===== config.mk =====
export PLATFORM = sky130hd
export DESIGN_NAME = com_test_pattern_gen
export DESIGN_NICKNAME = d
export VERILOG_FILES = /design/src/rtl/com_test_pattern_gen.sv
export SDC_FILE = /design/constraint.sdc
export NUM_CORES = 1
export LEC_CHECK = 0
export CORE_MARGIN = 8
export CORE_UTILIZATION = 49
export CTS_CLUSTER_SIZE = 24
export DETAILED_ROUTE_END_ITERATION = 8
export PLACE_DENSITY = 0.69
export SLEW_MARGIN = 0
export SYNTH_ARGS = -nofsm -noshare
export SYNTH_HDL_FRONTEND = slang
export SYNTH_SLANG_ARGS = --single-unit

===== constraint.sdc =====
create_clock -name clk -period 9.5 [get_ports clk]
set_clock_uncertainty 0.1 [all_clocks]
set_input_delay 1.9 -clock clk [delete_from_list [all_inputs] [get_ports clk]]
set_output_delay 1.9 -clock clk [all_outputs]
set_load 0.005 [all_outputs]

===== src/rtl/com_test_pattern_gen.sv =====
// Synthetic Avalon-ST video source: solid background with one programmable
// foreground rectangle, configured through a small Avalon-MM register file.
//
// state | meaning
// IDLE  | no output, waiting for run or single
// HDR   | video header beat (data 0, sop)
// PIX   | W*H pixels in raster order, eop on the last
// GAP   | one idle cycle, frame_done pulse, frame counter update
module com_test_pattern_gen #(
  parameter int IMAGE_W = 640,
  parameter int IMAGE_H = 480
) (
  input  logic        clk,
  input  logic        reset_n,
  input  logic        s_chipselect,
  input  logic        s_read,
  input  logic        s_write,
  input  logic [3:0]  s_address,
  input  logic [31:0] s_writedata,
  output logic [31:0] s_readdata,
  output logic [23:0] source_data,
  output logic        source_valid,
  input  logic        source_ready,
  output logic        source_sop,
  output logic        source_eop,
  output logic        frame_done
);

  typedef enum logic [1:0] {S_IDLE, S_HDR, S_PIX, S_GAP} state_t;

  localparam logic [10:0] X_LAST = 11'(IMAGE_W - 1);
  localparam logic [10:0] Y_LAST = 11'(IMAGE_H - 1);

  state_t      state_q, state_n;
  logic [10:0] x_q, y_q, x_n, y_n;
  logic        load_shadow;

  logic        ctrl_run, ctrl_single;
  logic [10:0] rect_x0, rect_y0, rect_x1, rect_y1;
  logic [23:0] fg_colour, bg_colour;
  logic [31:0] frame_count;

  logic [10:0] sh_x0, sh_y0, sh_x1, sh_y1;
  logic [23:0] sh_fg, sh_bg;

  logic        valid_n, sop_n, eop_n, done_n;
  logic [23:0] data_n;
  logic        in_rect;
  logic        accept;
  logic        wr_en, rd_en;
  logic [31:0] rd_mux;
  logic        unused_wdata;

  assign accept       = source_valid & source_ready;
  assign wr_en        = s_chipselect & s_write;
  assign rd_en        = s_chipselect & s_read;
  assign unused_wdata = ^s_writedata[31:24];

  always_ff @(posedge clk or negedge reset_n) begin
    if (!reset_n) state_q <= S_IDLE;
    else          state_q <= state_n;
  end

  always_comb begin
    state_n     = state_q;
    x_n         = x_q;
    y_n         = y_q;
    load_shadow = 1'b0;
    case (state_q)
      S_IDLE, S_GAP: begin
        if (ctrl_run || ctrl_single) begin
          state_n     = S_HDR;
          load_shadow = 1'b1;
        end else begin
          state_n = S_IDLE;
        end
      end
      S_HDR: begin
        if (accept) begin
          state_n = S_PIX;
          x_n     = '0;
          y_n     = '0;
        end
      end
      S_PIX: begin
        if (accept) begin
          if (x_q == X_LAST) begin
            x_n = '0;
            if (y_q == Y_LAST) begin
              state_n = S_GAP;
              y_n     = '0;
            end else begin
              y_n = y_q + 11'd1;
            end
          end else begin
            x_n = x_q + 11'd1;
          end
        end
      end
      default: state_n = S_IDLE;
    endcase
  end

  // Outputs are computed from the next state/position so they can be registered
  // alongside the state; shadows are stable whenever the next state is PIX.
  always_comb begin
    in_rect = (x_n >= sh_x0) && (x_n <= sh_x1) && (y_n >= sh_y0) && (y_n <= sh_y1);
    valid_n = (state_n == S_HDR) || (state_n == S_PIX);
    sop_n   = (state_n == S_HDR);
    eop_n   = (state_n == S_PIX) && (x_n == X_LAST) && (y_n == Y_LAST);
    done_n  = (state_n == S_GAP);
    data_n  = '0;
    if (state_n == S_PIX) data_n = in_rect ? sh_fg : sh_bg;
  end

  always_ff @(posedge clk or negedge reset_n) begin
    if (!reset_n) begin
      x_q          <= '0;
      y_q          <= '0;
      source_valid <= 1'b0;
      source_sop   <= 1'b0;
      source_eop   <= 1'b0;
      source_data  <= '0;
      frame_done   <= 1'b0;
      sh_x0        <= '0;
      sh_y0        <= '0;
      sh_x1        <= '0;
      sh_y1        <= '0;
      sh_fg        <= 24'hFFFFFF;
      sh_bg        <= '0;
    end else begin
      x_q          <= x_n;
      y_q          <= y_n;
      source_valid <= valid_n;
      source_sop   <= sop_n;
      source_eop   <= eop_n;
      source_data  <= data_n;
      frame_done   <= done_n;
      if (load_shadow) begin
        sh_x0 <= rect_x0;
        sh_y0 <= rect_y0;
        sh_x1 <= rect_x1;
        sh_y1 <= rect_y1;
        sh_fg <= fg_colour;
        sh_bg <= bg_colour;
      end
    end
  end

  // A CTRL write in the same cycle as a frame start wins over the single clear.
  always_ff @(posedge clk or negedge reset_n) begin
    if (!reset_n) begin
      ctrl_run    <= 1'b0;
      ctrl_single <= 1'b0;
      rect_x0     <= '0;
      rect_y0     <= '0;
      rect_x1     <= '0;
      rect_y1     <= '0;
      fg_colour   <= 24'hFFFFFF;
      bg_colour   <= '0;
      frame_count <= '0;
    end else begin
      if (wr_en && s_address == 4'd0) begin
        ctrl_run    <= s_writedata[0];
        ctrl_single <= s_writedata[1];
      end else if (load_shadow) begin
        ctrl_single <= 1'b0;
      end
      if (wr_en) begin
        case (s_address)
          4'd1:    rect_x0   <= s_writedata[10:0];
          4'd2:    rect_y0   <= s_writedata[10:0];
          4'd3:    rect_x1   <= s_writedata[10:0];
          4'd4:    rect_y1   <= s_writedata[10:0];
          4'd5:    fg_colour <= s_writedata[23:0];
          4'd6:    bg_colour <= s_writedata[23:0];
          default: ;
        endcase
      end
      if (state_q == S_GAP) frame_count <= frame_count + 32'd1;
    end
  end

  always_comb begin
    rd_mux = '0;
    case (s_address)
      4'd0:    rd_mux = {30'd0, ctrl_single, ctrl_run};
      4'd1:    rd_mux = {21'd0, rect_x0};
      4'd2:    rd_mux = {21'd0, rect_y0};
      4'd3:    rd_mux = {21'd0, rect_x1};
      4'd4:    rd_mux = {21'd0, rect_y1};
      4'd5:    rd_mux = {8'd0, fg_colour};
      4'd6:    rd_mux = {8'd0, bg_colour};
      4'd7:    rd_mux = frame_count;
      4'd8:    rd_mux = {31'd0, (state_q != S_IDLE)};
      default: rd_mux = '0;
    endcase
  end

  always_ff @(posedge clk or negedge reset_n) begin
    if (!reset_n)   s_readdata <= '0;
    else if (rd_en) s_readdata <= rd_mux;
  end

endmodule


==> reports/results.tsv, run 1 <==
stage	metric	value	unit
synthesis	ys_warn_count	0	
synthesis	async_flop_share	100.0	%
sta	slew-limit-headroom	21.82	%
clock_tree	cts_tree	yes	
synthesis	synth-edff-count	0	
synthesis	synthesis.instances	1148	
route	drt-initial-drc-count	714	
setup_path	slowest_delay	590	ps
floorplanning	start_util	49.83	%
synthesis	synth-seq-cells	302	
layout	final_common_cell	dfrtp_1	
route	num_vias	9412	
sta	fin_tns_setup	0	ps
route	drt_first_pass_iters	5	
setup_path	crit_required	9800	ps
floorplanning	die_y	184.3	µm
setup_path	critPathMaxFanout	46	
placed_design	place_worst_setup_slack	2533	ps
setup_path	arrival	6710	ps
clock_tree	postCtsSetupRepairBufs	0	
power	leakage	0.007245	µW
sta	grt_setup_unrepaired	no	
synthesis	seq_area_frac_synth	54.87	%
layout	drive_gt1_share	26.27	%
layout	final_cell_mix	254 x dfrtp_1, 199 x mux2_2, 92 x clkdlybuf4s50_1, 84 x nand2_1, 67 x o21ai_0	
route	vias_per_cell	5.732	
route	drc	0	
global_routing	antenna_found_initial	0	
hold_path	hold_path.class	reg2reg	
power	finalPower	3727	µW
floorplanning	die_w	184.3	µm
sta	hold_slack	376.1	ps
setup_path	rrSetupSlack	4280	ps
clock_tree	cts_buffer_depth	3	
synthesis	syn_area_per_cell	12.09	µm²
synthesis	synth_xor_area_share	2.082	%
synthesis	syn_nets	1245	
sta	post-route-period-util	67.50	%
synthesis	synth_compound_area_share	9.671	%
clock_tree	ctsHoldBuffers	0	
synthesis	ys_types	60	
floorplanning	fp-row-count	61	
setup_path	start_kind	input port	
layout	fill_cells	2226	
global_routing	grt_pass1_vias	9725	
power	power_density	228.6	nW/µm²
sta	setup_violations	0	
clock_tree	numCtsBuffers	31	
setup_path	crit_path_cell_trace	clkdlybuf4s50_1, nand3_1, or4_4, nor2_1, nand3_1, o31ai_1, ha_1, a21oi_1, nor2b_1, a2111oi_0, nor2b_1, a221oi_1, nor4b_2, buf_4, o21ai_0	
sta	final_hold_viol_count	0	
global_routing	grt_util_met3	3.170	%
global_routing	met1_usage	28.51	%
clock_tree	root_buffer	clkbuf_16	
sta	worst_pin_slew	1168	ps
route	postRouteAntennaNets	0	
clock_tree	cts_resized	0	
clock_tree	clk_pin_slew	60	ps
synthesis	ys.flop_type	dfrtp_1	
synthesis	synthMuxAreaShare	16.21	%
floorplanning	core-area	27860	µm²
layout	fin_nets	1337	
power	ir_drop	0.1636	mV
floorplanning	ios	102	
floorplanning	dieArea	33970	µm²
synthesis	synth_fa_ha_area_share	4.957	%
global_routing	grt_max_degree	86	
sta	fmax	155.9	MHz
sta	period_needed	6413	ps
synthesis	syn-cell-area	13880	µm²
clock_tree	clk_latency	560	ps
global_routing	track_usage	20.38	%
global_routing	grt-ovfl-total	0	
clock_tree	clkSinkCount	302	
placed_design	routabilityCongestion	0.8340	
global_routing	met2_usage	32.26	%
clock_tree	h-tree-depth	1	
setup_path	critPathCaptureType	flip-flop	
synthesis	yosys.area_share.simple	9.202	%
placed_design	dp_hpwl	22580	µm
job	maxCapViolCount	0	
layout	areaGrowthSynthToFinish	17.44	%
placed_design	port_buffers	93	
layout	num_antenna_cells	0	
setup_path	slowest_stage	or4_4	
synthesis	synth_top_family_by_area	multiplexers	
route	wire_per_inst	20.65	µm
setup_path	path_class	in2reg	
global_routing	grt_pass1_wl	55140	µm
sta	fin_ws	3087	ps
global_routing	grt-busiest-layer	met2	
route	wirelength	33900	µm
sta	slew_violations	0	
status	outcome	finished clean	
-- critical path, delay by kind of cell --
kind / cells / cell delay [ps]
buffers and inverters: 2 / 1010
AO/OA/AOI/OAI: 5 / 1420
AND/OR/NAND/NOR: 7 / 1960
adder cells (fa/ha/maj): 1 / 360
-- Yosys cell counts (15+ instances only) --
library cell | count | area, µm²
dfstp_2 | 48 | 1261
nor2_1 | 26 | 97.59
and3_1 | 17 | 106.4
xnor2_1 | 22 | 192.7
ha_1 | 55 | 688.2
dfrtp_1 | 254 | 6356
clkbuf_1 | 51 | 191.4
a22oi_1 | 36 | 270.3
o21ai_0 | 67 | 335.3
nand2_1 | 84 | 315.3
inv_1 | 54 | 202.7
mux2_2 | 199 | 2241
nand3_1 | 60 | 300.3
a21oi_1 | 15 | 75.07
a22o_1 | 21 | 183.9
nand4_1 | 16 | 100.1
-- sequential cells by signal (all words and copies together) (netlist names), 2 cells and up --
register,flops
y_q,11
x_q,11
rect_x0,11
rect_y0,11
sh_bg,24
rect_y1,11
sh_y0,11
source_data,24
frame_count,32
bg_colour,24
s_readdata,32
rect_x1,11
sh_fg,24
fg_colour,24
state_q,2
sh_x1,11
sh_y1,11
sh_x0,11
-- report_power, final --
part	internal, µW	switching (µW)	total, µW
Clock	739	509	1250
Sequential	1610	176	1790
Combinational	372	317	689
Total	2730	1000	3730
-- cell type report --
class | count | area [µm²] | share of cell area [%]
sequential | 302 | 7617 | 46.72
multi-input combinational | 737 | 5871 | 36.01
timing repair buffer | 114 | 1094 | 6.708
clock buffer | 41 | 853.3 | 5.234
tap | 378 | 473.0 | 2.901
inverter | 54 | 202.7 | 1.243
clock inverter | 16 | 192.7 | 1.182
-- kinds of logic (layout without fill, tap and decap cells) --
family,Yosys count,count (layout)
adder cells (fa/ha/maj),55,55
flip-flops,302,302
buffers and inverters,109,225
multiplexers,200,200
AND/OR/NAND/NOR,253,253
XOR/XNOR,33,33
AO/OA/AOI/OAI,196,196
-- layer usage --
layer | share of wire, % | wire length (µm)
met4 | 2.6 | 873
met2 | 46 | 15660
met3 | 4.9 | 1650
met1 | 46 | 15710
met5 | 0 | 0
-- path summary, 6_finish.rpt --
kind                            cells after the start              end            start
worst min register to register                      1  frame_count[31]  frame_count[31]
worst max register to register                     14  source_data[20]           x_q[6]
min in group asynchronous                           1           y_q[4]          reset_n
max in group asynchronous                           2    bg_colour[12]          reset_n
worst max-delay path                               15  source_data[20]     source_ready
worst min-delay path                                1  frame_count[31]  frame_count[31]
-- through the flow --
stage	area (µm²)	util (%)	std cells
floorplan	13880	-	1148
global placement	15260	54.77	1585
detailed placement	15260	54.77	1585
CTS	16300	58.52	1642
global route	16300	58.52	1642
finish	16300	58.52	1642
Note: power is estimated with default switching activity, not from simulation.
==> run 2, diff against run 1 <==
==> constraint.sdc (replaced) <==
create_clock -name clk -period 6.2 [get_ports clk]
set_clock_uncertainty 0.1 [all_clocks]
set_input_delay 1.24 -clock clk [delete_from_list [all_inputs] [get_ports clk]]
set_output_delay 1.24 -clock clk [all_outputs]
set_load 0.005 [all_outputs]
==> reports/results.tsv, run 2 (synthesis gave the netlist of run 1 again) <==
stage	metric	value	unit	change
status	outcome	finished clean		
layout	num_antenna_cells	0		unchanged
route	postRouteAntennaNets	0		unchanged
sta	grt_setup_unrepaired	no		
layout	fin_area	16440	µm²	+0.81%
power	ir_drop	0.1719	mV	+5.0%
setup_path	arrival	5660	ps	-1050 ps
sta	period_needed	5345	ps	
route	wire_per_inst	20.61	µm	-0.16%
placed_design	port_buffers	93		unchanged
global_routing	grt-ovfl-total	0		unchanged
global_routing	antenna_found_initial	0		unchanged
layout	largest_registers	frame_count (32), s_readdata (32)		
layout	drive_gt1_share	26.57	%	+0.30 points
setup_path	cpMostUsedCell	nand3_1		
floorplanning	core-area	27860	µm²	unchanged
clock_tree	clk_pin_slew	60	ps	about the same
floorplanning	start_util	49.83	%	unchanged
setup_path	slowest_delay	600	ps	about the same
clock_tree	cts_tree	yes		
global_routing	grt_max_degree	127		+48%
layout	final_common_cell	dfrtp_1		
sta	slew_violations	0		unchanged
route	wirelength	34100	µm	+0.57%
setup_path	crit_path_cell_trace	clkdlybuf4s50_1, nand3_1, or4_4, nor2_1, nand3_1, o31ai_1, ha_1, a21oi_1, nor2b_1, a2111oi_0, nor2b_1, a221oi_1, nor4b_2, buf_12, nand3_1, o21ai_0		
clock_tree	ctsHoldBuffers	0		unchanged
clock_tree	cts_buffer_depth	3		unchanged
global_routing	track_usage	20.61	%	+0.23 points
route	vias_per_cell	5.730		about the same
sta	fin_tns_setup	0	ps	unchanged
sta	fmax	187.1	MHz	
clock_tree	postCtsSetupRepairBufs	0		unchanged
sta	slew-limit-headroom	20.41	%	-1.4 points
layout	multi_input_area	5868	µm²	about the same
route	drc	0		unchanged
placed_design	routabilityCongestion	0.8484		+1.7%
global_routing	grt_pass1_wl	55700	µm	+1.0%
sta	worst_pin_slew	1190	ps	+21.16 ps
placed_design	place_area	15330	µm²	+0.49%
setup_path	rr_startpoint	x_q[6]		
sta	post-route-period-util	86.20	%	
power	power_density	350.5	nW/µm²	+53%
layout	fin_nets	1347		+0.75%
setup_path	critPathCaptureType	flip-flop		
setup_path	slowest_stage	or4_4		
layout	areaGrowthSynthToFinish	18.40	%	
setup_path	critPathMaxFanout	48		+4.3%
setup_path	start_kind	input port		
setup_path	path_class	in2reg		
clock_tree	clkSinkCount	302		unchanged
hold_path	hold_path.class	reg2reg		
setup_path	crit_path_start	source_ready		
sta	setup_violations	0		unchanged
floorplanning	dieArea	33970	µm²	unchanged
layout	seqCellArea	7617	µm²	unchanged
floorplanning	die_y	184.3	µm	unchanged
route	drt_first_pass_iters	5		unchanged
clock_tree	root_buffer	clkbuf_16		
floorplanning	fp-row-count	61		unchanged
sta	final_hold_viol_count	0		unchanged
setup_path	crit_required	6510	ps	-3290 ps
route	num_vias	9477		+0.69%
global_routing	grt_pass1_vias	9894		+1.7%
layout	fill_cells	2270		+2.0%
clock_tree	clk_latency	520	ps	-40 ps
clock_tree	cts_resized	0		unchanged
floorplanning	ios	102		unchanged
clock_tree	h-tree-depth	2		+1
power	leakage	0.007334	µW	+1.2%
placed_design	dp_hpwl	22920	µm	+1.5%
job	maxCapViolCount	0		unchanged
layout	final_cell_mix	254 x dfrtp_1, 199 x mux2_2, 92 x clkdlybuf4s50_1, 84 x nand2_1, 67 x o21ai_0		
clock_tree	numCtsBuffers	34		+9.7%
route	drt-initial-drc-count	747		+4.6%
floorplanning	die_w	184.3	µm	unchanged
setup_path	cp-endpoint	source_data[20]		
setup_path	reg2regPathDepth	15		+1
setup_path	r2r-end	source_data[20]		
setup_path	rrSetupSlack	1440	ps	-2840 ps
[run 2: worst min path at each step]
stage / from / depth (start not counted) / to
after floorplan: frame_count[31] / 1 / frame_count[31]
after global placement: frame_count[31] / 1 / frame_count[31]
after detailed placement: frame_count[31] / 1 / frame_count[31]
after CTS: frame_count[31] / 1 / frame_count[31]
after global routing: frame_count[31] / 1 / frame_count[31]
final: frame_count[31] / 1 / frame_count[31]
[run 2: area by class of cell]
cell class	instances	area share, %
Clock buffer	53	6.288
Multi-Input combinational cell	737	35.70
Tap cell	378	2.878
Inverter	54	1.233
Clock inverter	9	0.4263
Sequential cell	302	46.35
Timing Repair Buffer	121	7.125
[run 2: through the flow]
stage	power [µW]	setup slack (ps)	util, %	hold WS, ps	std cells
4_1_cts	5813	901.4	59.00	376.3	1654
6_report	5761	855.5	59.00	371.0	1654
3_3_place_gp	3777	527.1	55.04	364.6	1592
5_1_grt	6055	424.6	59.00	388.2	1654
3_5_place_dp	3835	401.3	55.04	364.6	1592
2_1_floorplan	3446	1033	-	346.2	1148
[run 2: routing by layer]
| layer | up-vias | wire length (µm) | GRT usage [%] |
|---|---|---|---|
| li1 | 4353 | - | - |
| met1 | 4870 | 15760 | 28.13 |
| met2 | 211 | 16230 | 33.83 |
| met3 | 43 | 1449 | 3.327 |
| met4 | 0 | 657 | 5.357 |
| met5 | - | 0 | 0 |
[run 2: critical path: cells and delay by family]
kind,cells,cell delay (ps)
simple gates,8,2070
compound gates,5,1200
buf+inv,2,810
fa+ha+maj,1,320
[run 2: report_power, final]
| part | internal, µW | switching (µW) | total (µW) |
|---|---|---|---|
| clock | 1150 | 801 | 1950 |
| sequential | 2480 | 278 | 2750 |
| combinational | 570 | 483 | 1050 |
| total | 4200 | 1560 | 5760 |
